File: src/rtl/div_seq.sv
// Sequential restoring divider, one quotient bit per clock, with signed/unsigned modes,
// abort, divide-by-zero detection and a one-cycle done pulse.
//
// state | meaning
// IDLE  | waiting for init; handles divide-by-zero in place
// LOAD  | operands converted to magnitudes, signs recorded, counter armed
// CALC  | one restoring step per cycle, WIDTH cycles total
// FIX   | signs applied, hi/lo written, done pulsed
module div_seq #(
    parameter int WIDTH = 32
) (
    input  logic             clk,
    input  logic             rst,
    input  logic             init,
    input  logic             stop,
    input  logic             sgn,
    input  logic [WIDTH-1:0] n,
    input  logic [WIDTH-1:0] d,
    output logic [WIDTH-1:0] hi,
    output logic [WIDTH-1:0] lo,
    output logic             divzero,
    output logic             busy,
    output logic             done
);

    localparam int CW = $clog2(WIDTH + 1);

    typedef enum logic [1:0] {IDLE, LOAD, CALC, FIX} state_t;

    state_t           state_q, state_d;
    logic [WIDTH-1:0] n_q, n_d;
    logic [WIDTH-1:0] d_q, d_d;
    logic             sgn_q, sgn_d;
    logic [WIDTH:0]   rem_q, rem_d;
    logic [WIDTH-1:0] quo_q, quo_d;
    logic [CW-1:0]    cnt_q, cnt_d;
    logic             qneg_q, qneg_d;
    logic             rneg_q, rneg_d;
    logic [WIDTH-1:0] hi_q, hi_d;
    logic [WIDTH-1:0] lo_q, lo_d;
    logic             divzero_q, divzero_d;
    logic             done_q, done_d;
    logic [WIDTH:0]   rem_sh;
    logic             ge;

    always_comb begin
        state_d   = state_q;
        n_d       = n_q;
        d_d       = d_q;
        sgn_d     = sgn_q;
        rem_d     = rem_q;
        quo_d     = quo_q;
        cnt_d     = cnt_q;
        qneg_d    = qneg_q;
        rneg_d    = rneg_q;
        hi_d      = hi_q;
        lo_d      = lo_q;
        divzero_d = divzero_q;
        done_d    = 1'b0;
        rem_sh    = '0;
        ge        = 1'b0;

        if (stop) begin
            state_d   = IDLE;
            hi_d      = '0;
            lo_d      = '0;
            divzero_d = 1'b0;
        end else begin
            case (state_q)
                IDLE: begin
                    if (init) begin
                        if (d == '0) begin
                            divzero_d = 1'b1;
                            hi_d      = '0;
                            lo_d      = '0;
                            done_d    = 1'b1;
                        end else begin
                            n_d       = n;
                            d_d       = d;
                            sgn_d     = sgn;
                            divzero_d = 1'b0;
                            state_d   = LOAD;
                        end
                    end
                end
                LOAD: begin
                    n_d     = (sgn_q && n_q[WIDTH-1]) ? -n_q : n_q;
                    d_d     = (sgn_q && d_q[WIDTH-1]) ? -d_q : d_q;
                    qneg_d  = sgn_q & (n_q[WIDTH-1] ^ d_q[WIDTH-1]);
                    rneg_d  = sgn_q & n_q[WIDTH-1];
                    rem_d   = '0;
                    quo_d   = '0;
                    cnt_d   = CW'(WIDTH);
                    state_d = CALC;
                end
                CALC: begin
                    // n_q doubles as the dividend shift register, MSB first
                    rem_sh = (rem_q << 1) | {{WIDTH{1'b0}}, n_q[WIDTH-1]};
                    ge     = (rem_sh >= {1'b0, d_q});
                    rem_d  = ge ? (rem_sh - {1'b0, d_q}) : rem_sh;
                    quo_d  = {quo_q[WIDTH-2:0], ge};
                    n_d    = n_q << 1;
                    cnt_d  = cnt_q - CW'(1);
                    if (cnt_q == CW'(1)) begin
                        state_d = FIX;
                    end
                end
                FIX: begin
                    lo_d    = qneg_q ? -quo_q : quo_q;
                    hi_d    = rneg_q ? -rem_q[WIDTH-1:0] : rem_q[WIDTH-1:0];
                    done_d  = 1'b1;
                    state_d = IDLE;
                end
                default: state_d = IDLE;
            endcase
        end
    end

    always_ff @(posedge clk) begin
        if (rst) begin
            state_q   <= IDLE;
            n_q       <= '0;
            d_q       <= '0;
            sgn_q     <= 1'b0;
            rem_q     <= '0;
            quo_q     <= '0;
            cnt_q     <= '0;
            qneg_q    <= 1'b0;
            rneg_q    <= 1'b0;
            hi_q      <= '0;
            lo_q      <= '0;
            divzero_q <= 1'b0;
            done_q    <= 1'b0;
        end else begin
            state_q   <= state_d;
            n_q       <= n_d;
            d_q       <= d_d;
            sgn_q     <= sgn_d;
            rem_q     <= rem_d;
            quo_q     <= quo_d;
            cnt_q     <= cnt_d;
            qneg_q    <= qneg_d;
            rneg_q    <= rneg_d;
            hi_q      <= hi_d;
            lo_q      <= lo_d;
            divzero_q <= divzero_d;
            done_q    <= done_d;
        end
    end

    assign hi      = hi_q;
    assign lo      = lo_q;
    assign divzero = divzero_q;
    assign done    = done_q;
    assign busy    = (state_q != IDLE);

endmodule

File: config.mk
export PLATFORM = sky130hd
export DESIGN_NAME = div_seq
export DESIGN_NICKNAME = d
export VERILOG_FILES = /design/src/rtl/div_seq.sv
export SDC_FILE = /design/constraint.sdc
export NUM_CORES = 1
export LEC_CHECK = 0
export CORE_MARGIN = 2
export CORE_UTILIZATION = 40
export DETAILED_ROUTE_END_ITERATION = 8
export GPL_TIMING_DRIVEN = 0
export HOLD_SLACK_MARGIN = 0.1
export MAX_ROUTING_LAYER = met4
export PLACE_DENSITY = 0.59
export SYNTH_ARGS = -nofsm -noshare
export SYNTH_HDL_FRONTEND = slang
export SYNTH_SLANG_ARGS = --single-unit
File: constraint.sdc
create_clock -name clk -period 3.7 [get_ports clk]
set_clock_uncertainty 0.15 [all_clocks]
set_input_delay 0.74 -clock clk [delete_from_list [all_inputs] [get_ports clk]]
set_output_delay 0.74 -clock clk [all_outputs]
set_load 0.005 [all_outputs]
==> metrics, run 1 <==
post-CTS setup buffers 0; Min-Delay Path Class register to register; final instance area 0.01547 mm²; MaxCap Viol Count 0; Area Overhead vs Synth 22.12%; clk buf depth 3; total track usage 25.23%; slowest cell on the critical path a311o_1; Detail Route Antenna Nets 0; multi-input logic area 0.007936 mm²; vias 13059; most common cell after layout, fill and taps aside nand2_1; Port Buf Inserts 134; crit-path cells inv_1 > ha_1 > nor2b_1 > o31a_1 > o31ai_4 > o41ai_2 > o31a_1 > a311o_1 > clkbuf_1 > buf_2 > buf_2 > a31oi_1 > nor2_1; DIE WIDTH 181.9 µm; Placement Setup Slack -0.4243 ns; Worst-Margin Slew 1.116 ns; fraction of layout cells with a size suffix above 1 4.047%; #FFs+latches synth 205; Critical Path AT 3.77 ns; Seq/Total Area, Yosys 32.40%; setup TNS 0 ns; Post-synth top flop dfxtp_1; Leak Pwr 5.620 nW; DRC 0; CP required 3.97 ns; Reg area 0.004105 mm²; syn nets 1816; Yosys Warn Count 0; area of the mapped netlist 0.01266 mm²; Synth async-reset ratio 0%; CP Capture Type register; I/O pins 136; Net Sw Power 0.001869 W; Synth cell types 70; initial antenna violation count 0; Via density 5.728; share of power burned in registers 36.9%; core footprint 0.03139 mm²; Post-synth EDFFs 0; CTS tree yes; P per Cell Area 410.2 mW/mm²; minimum clock period 3.496 ns; DRT Pass-1 Iters 6; relative slew slack 25.60%; internal power 0.004475 W; Sink Count 205; Starting Density 40.34%; fmax 286.0 MHz; vias in the first global route 11939; final worst path period share 94.50%; Final Hold Violating Endpoints 0; Sw Share 29.46%; DR WL/cell 18.30 µm; Initial DRC Count 1035; # rows 65; most frequent cells in the layout nand2_1 (206), dfxtp_1 (204), nor2_1 (203); Die ar. 0.03310 mm²; max incr delay on CP 0.37 ns; Final HPWL DP 31710 µm; Net count, final 1971; # fillers 3215; Die H 181.9 µm; clock root cell clkbuf_16; Total Wirelength 41730 µm; Max FO, Critical Path 10; worst-skew pair later-pin latency 0.55 ns; CTS H-tree lvls 1; crit start category register; largest net degree at the start of global routing 14; placed cell area 0.01451 mm²; Crit path buffers/inverters 4; status completed; first-pass GRT wire length 65830 µm; RSZ-0062 raised after global routing no; routability cong. 0.9288; Setup-failing EPs final 0; cells after synthesis 1704; critical path class register to register; antenna cells 0; critical path's top delay family compound AO/OA/AOI/OAI gates; clock power share 43.8%; hold_buf cts 0; Logic pwr share 19.3%; Num CTS Buffers 25; Final Hold Slack 0.2989 ns; Avg Cell Area, Syn 7.432 µm²; Clock Pin Slew Worst Setup and Hold Paths 0.06 ns; Worst Setup Slack, final 0.2036 ns; VDD IR-drop max 0.0003386 V; grt ovf 0; Slew Viols, Final 0
## layer usage
layer | GRT usage (%) | part of all wire [%] | vias up
met1 | 35.68 | 48 | 6079
met4 | 5.806 | 1.8 | 0
met2 | 38.39 | 44 | 489
met5 | - | 0 | -
met3 | 3.149 | 6.5 | 59
li1 | - | - | 6432
## Yosys cell counts (12+ instances only)
cell type	n	area, µm²
nand2_1	206	773.2
dfxtp_1	205	4104
nor2_1	203	762.0
a21oi_1	157	785.8
o21ai_0	117	585.6
clkbuf_1	106	397.9
xnor2_1	81	709.4
nand3_1	77	385.4
a22oi_1	61	457.9
inv_1	60	225.2
ha_1	42	525.5
o31ai_1	25	187.7
a21o_1	24	180.2
nor3_1	23	115.1
a211oi_1	22	165.2
nor4_1	22	137.6
mux2i_1	19	190.2
or3_1	15	93.84
xor2_1	15	131.4
a31oi_1	13	81.33
a311oi_1	12	105.1
o41ai_1	12	105.1
## logic make-up after synthesis
group                    after synthesis  synth area share [%]
buffers and inverters                178                 5.286
flip-flops                           205                 32.40
AND/OR/NAND/NOR                      637                 23.31
multiplexers                          23                 1.857
AO/OA/AOI/OAI                        522                 26.20
adder cells (fa/ha/maj)               43                 4.307
XOR/XNOR                              96                 6.639
## power by group through the flow
stage / clock network [W] / registers (W) / logic, W
3_5_place_dp: 0 / 0.00239 / 0.00119
5_1_grt: 0.00292 / 0.00235 / 0.00134
4_1_cts: 0.00282 / 0.00234 / 0.00120
3_3_place_gp: 0 / 0.00238 / 0.00118
6_report: 0.00278 / 0.00234 / 0.00122
2_1_floorplan: 0 / 0.00237 / 0.000829
## repair_timing
item,CTS,global route
endpoints found under the hold margin,0,0
setup endpoints to repair,12,75
pin swaps,0,0
resized for setup,3,10
## registers in the layout (all words and copies together), names as in the netlist
| signal | cells |
|---|---|
| qneg_q | 1 |
| divzero | 1 |
| state_q | 2 |
| hi | 32 |
| sgn_q | 1 |
| quo_q | 32 |
| d_q | 32 |
| cnt_q | 6 |
| n_q | 32 |
| done | 1 |
| rem_q | 32 |
| rneg_q | 1 |
| lo | 32 |
## per-stage QoR
stage / instances / power [W] / util, %
final: 2280 / 0.006344 / 49.27
after detailed placement: 2240 / 0.003575 / 46.22
after CTS: 2286 / 0.006353 / 49.20
after floorplan: 1704 / 0.003195 / -
after global routing: 2280 / 0.006617 / 49.27
after global placement: 2240 / 0.003565 / 46.22
## area by class of cell
cell class | instances | share of cell area, %
multi-input cells | 1321 | 51.31
clock inverters | 11 | 1.464
clock buffers | 35 | 4.547
inverters | 60 | 1.456
plain buffers | 112 | 2.751
flip-flops and latches | 205 | 26.54
well taps | 402 | 3.252
repair buffers | 134 | 8.672
## final timing paths
path                        from               endpoint  slack (ns)  cells past startpoint
max          d_q[1]$_SDFFE_PP0P_  quo_q[0]$_SDFFE_PP0P_        0.20                     13
min           lo[5]$_SDFFE_PP0P_     lo[5]$_SDFFE_PP0P_        0.30                      2
max reg2reg  d_q[1]$_SDFFE_PP0P_  quo_q[0]$_SDFFE_PP0P_        0.20                     13
min reg2reg   lo[5]$_SDFFE_PP0P_     lo[5]$_SDFFE_PP0P_        0.30                      2
## tightest hold or removal path, stage by stage, from the launching register on
cell and delay (ns):
dfxtp_1 0.30, nand2_1 0.05, a21oi_1 0.05
No activity file was read; power rests on OpenSTA's default activity.
==> run 2, diff against run 1 <==
- clock period: 3.7 -> 4 ns (I/O delays scaled with it)
==> metrics, run 2 (synthesized netlist as in run 1, its figures left out) <==
final core occ 49.20% (-0.064 points); Max FO, Critical Path 10 (unchanged); Worst-Margin Slew 1.126 ns (+0.009938 ns); worst setup path endpoint rem_q[13]$_SDFFE_PP0P_; DIE WIDTH 181.9 µm (unchanged); Die H 181.9 µm (unchanged); Num CTS Buffers 25 (unchanged); R2R Setup Slk 0.27 ns (+0.07 ns); FF-to-FF path depth 10 (-3); grt ovf 0 (unchanged); final instance area 0.01545 mm² (-0.13%); CP required 4.25 ns (+0.28 ns); placed cell area 0.01451 mm² (unchanged); most common cell after layout, fill and taps aside nand2_1; max incr delay on CP 0.55 ns (+0.18 ns); Die ar. 0.03310 mm² (unchanged); slowest cell on the critical path o41ai_1; first-pass GRT wire length 65830 µm (unchanged); core footprint 0.03139 mm² (unchanged); Final Hold Violating Endpoints 0 (unchanged); clk buf depth 3 (unchanged); relative slew slack 24.78% (-0.82 points); Placed Cells 2240 (unchanged); fraction of layout cells with a size suffix above 1 3.662% (-0.38 points); Final Power 0.005855 W (-7.7%); vias 13005 (-0.41%); Starting Density 40.34% (unchanged); vias in the first global route 11936 (-0.025%); Net count, final 1977 (+0.30%); final worst path period share 93.16% (-1.3 points); Final HPWL DP 31710 µm (unchanged); initial antenna violation count 0 (unchanged); CP Capture Type register; Port Buf Inserts 134 (unchanged); DRT Pass-1 Iters 5 (-1); Detail Route Antenna Nets 0 (unchanged); Critical path origin rem_q[14]$_SDFFE_PP0P_; most used cell, CP clkbuf_1; final cell count without fillers 2286 (+0.26%); Slew Viols, Final 0 (unchanged); Initial DRC Count 967 (-6.6%); MaxCap Viol Count 0 (unchanged); Clock Pin Slew Worst Setup and Hold Paths 0.06 ns (about the same); DR WL/cell 18.24 µm (-0.35%); Critical Path AT 3.98 ns (+0.21 ns); clock root cell clkbuf_16; routability cong. 0.9288 (unchanged); fmax 268.4 MHz (-6.2%); worst-skew pair later-pin latency 0.55 ns (about the same); CTS tree yes; setup TNS 0 ns (unchanged); critical path class register to register; Setup-failing EPs final 0 (unchanged); Min-Delay Path Class register to register; RSZ-0062 raised after global routing no; Area Overhead vs Synth 21.96%; Leak Pwr 5.611 nW (-0.17%); I/O pins 136 (unchanged); crit start category register; # rows 65 (unchanged); status completed; reg2reg end rem_q[13]$_SDFFE_PP0P_; minimum clock period 3.726 ns (+0.2299 ns); P per Cell Area 379.0 mW/mm² (-7.6%); post-CTS setup buffers 0 (unchanged); antenna cells 0 (unchanged); Via density 5.689 (-0.67%); CTS H-tree lvls 1 (unchanged); DRC 0 (unchanged); reg2reg start rem_q[14]$_SDFFE_PP0P_; Total Wirelength 41690 µm (about the same); crit-path cells ha_1 > clkbuf_1 > nand4_1 > o41ai_1 > o31a_1 > a311o_1 > clkbuf_1 > buf_1 > mux2i_1 > o21ai_0; total track usage 25.23% (unchanged); most frequent cells in the layout nand2_1 (206), dfxtp_1 (205), nor2_1 (203); largest net degree at the start of global routing 14 (unchanged); Sink Count 205 (unchanged); VDD IR-drop max 0.0003128 V (-7.6%)
[run 2: through the flow]
step / hold WS [ns] / worst slack [ns]
6_report: 0.2989 / 0.2737
4_1_cts: 0.3023 / 0.1202
3_5_place_dp: 0.2968 / -0.1843
2_1_floorplan: 0.2944 / 0.7845
5_1_grt: 0.3272 / 0.01791
3_3_place_gp: 0.2909 / -0.1939
[run 2: area by class of cell]
class	count	area, µm²
Tap cell	402	503.0
Inverter	60	225.2
Multi-Input combinational cell	1321	7896
Sequential cell	205	4104
Clock inverter	11	226.5
Clock buffer	35	703.2
Timing Repair Buffer	134	1341
Buffer	118	446.7
Fill cell	3202	15950
[run 2: repair_timing]
action                                  in CTS  in global routing
gates resized for setup                      1                  3
hold buffers                                 0                  0
endpoints found under the setup margin       3                 14
[run 2: metal layers]
metal / part of all wire (%) / up-vias / GRT usage (%)
met5: 0 / - / -
met4: 2.0 / 0 / 5.806
met3: 5.8 / 70 / 3.149
met2: 43 / 434 / 38.39
met1: 49 / 6051 / 35.68
li1: - / 6450 / -
[run 2: how the worst min path moves through the flow]
stage,start,endpoint,depth (start not counted)
final,lo[5]$_SDFFE_PP0P_,lo[5]$_SDFFE_PP0P_,2
after global routing,lo[6]$_SDFFE_PP0P_,lo[6]$_SDFFE_PP0P_,2
after CTS,lo[5]$_SDFFE_PP0P_,lo[5]$_SDFFE_PP0P_,2
after detailed placement,lo[5]$_SDFFE_PP0P_,lo[5]$_SDFFE_PP0P_,2
after global placement,hi[16]$_SDFFE_PP0P_,hi[16]$_SDFFE_PP0P_,2
after floorplan,quo_q[31]$_SDFFE_PP0P_,quo_q[31]$_SDFFE_PP0P_,2
[run 2: report_power, final]
part           internal (W)  total (W)  switching (W)
Combinational      0.000414    0.00112       0.000706
Sequential          0.00210    0.00217      0.0000674
Clock               0.00162    0.00257       0.000948
Total               0.00413    0.00585        0.00172
[run 2: worst max-delay path: cells and delay by family (launching register included)]
kind / cells / cell delay [ns]
AO/OA/AOI/OAI: 4 / 1.13
buffers and inverters: 3 / 1.10
flip-flops: 1 / 0.40
adder cells (fa/ha/maj): 1 / 0.32
multiplexers: 1 / 0.25
AND/OR/NAND/NOR: 1 / 0.24
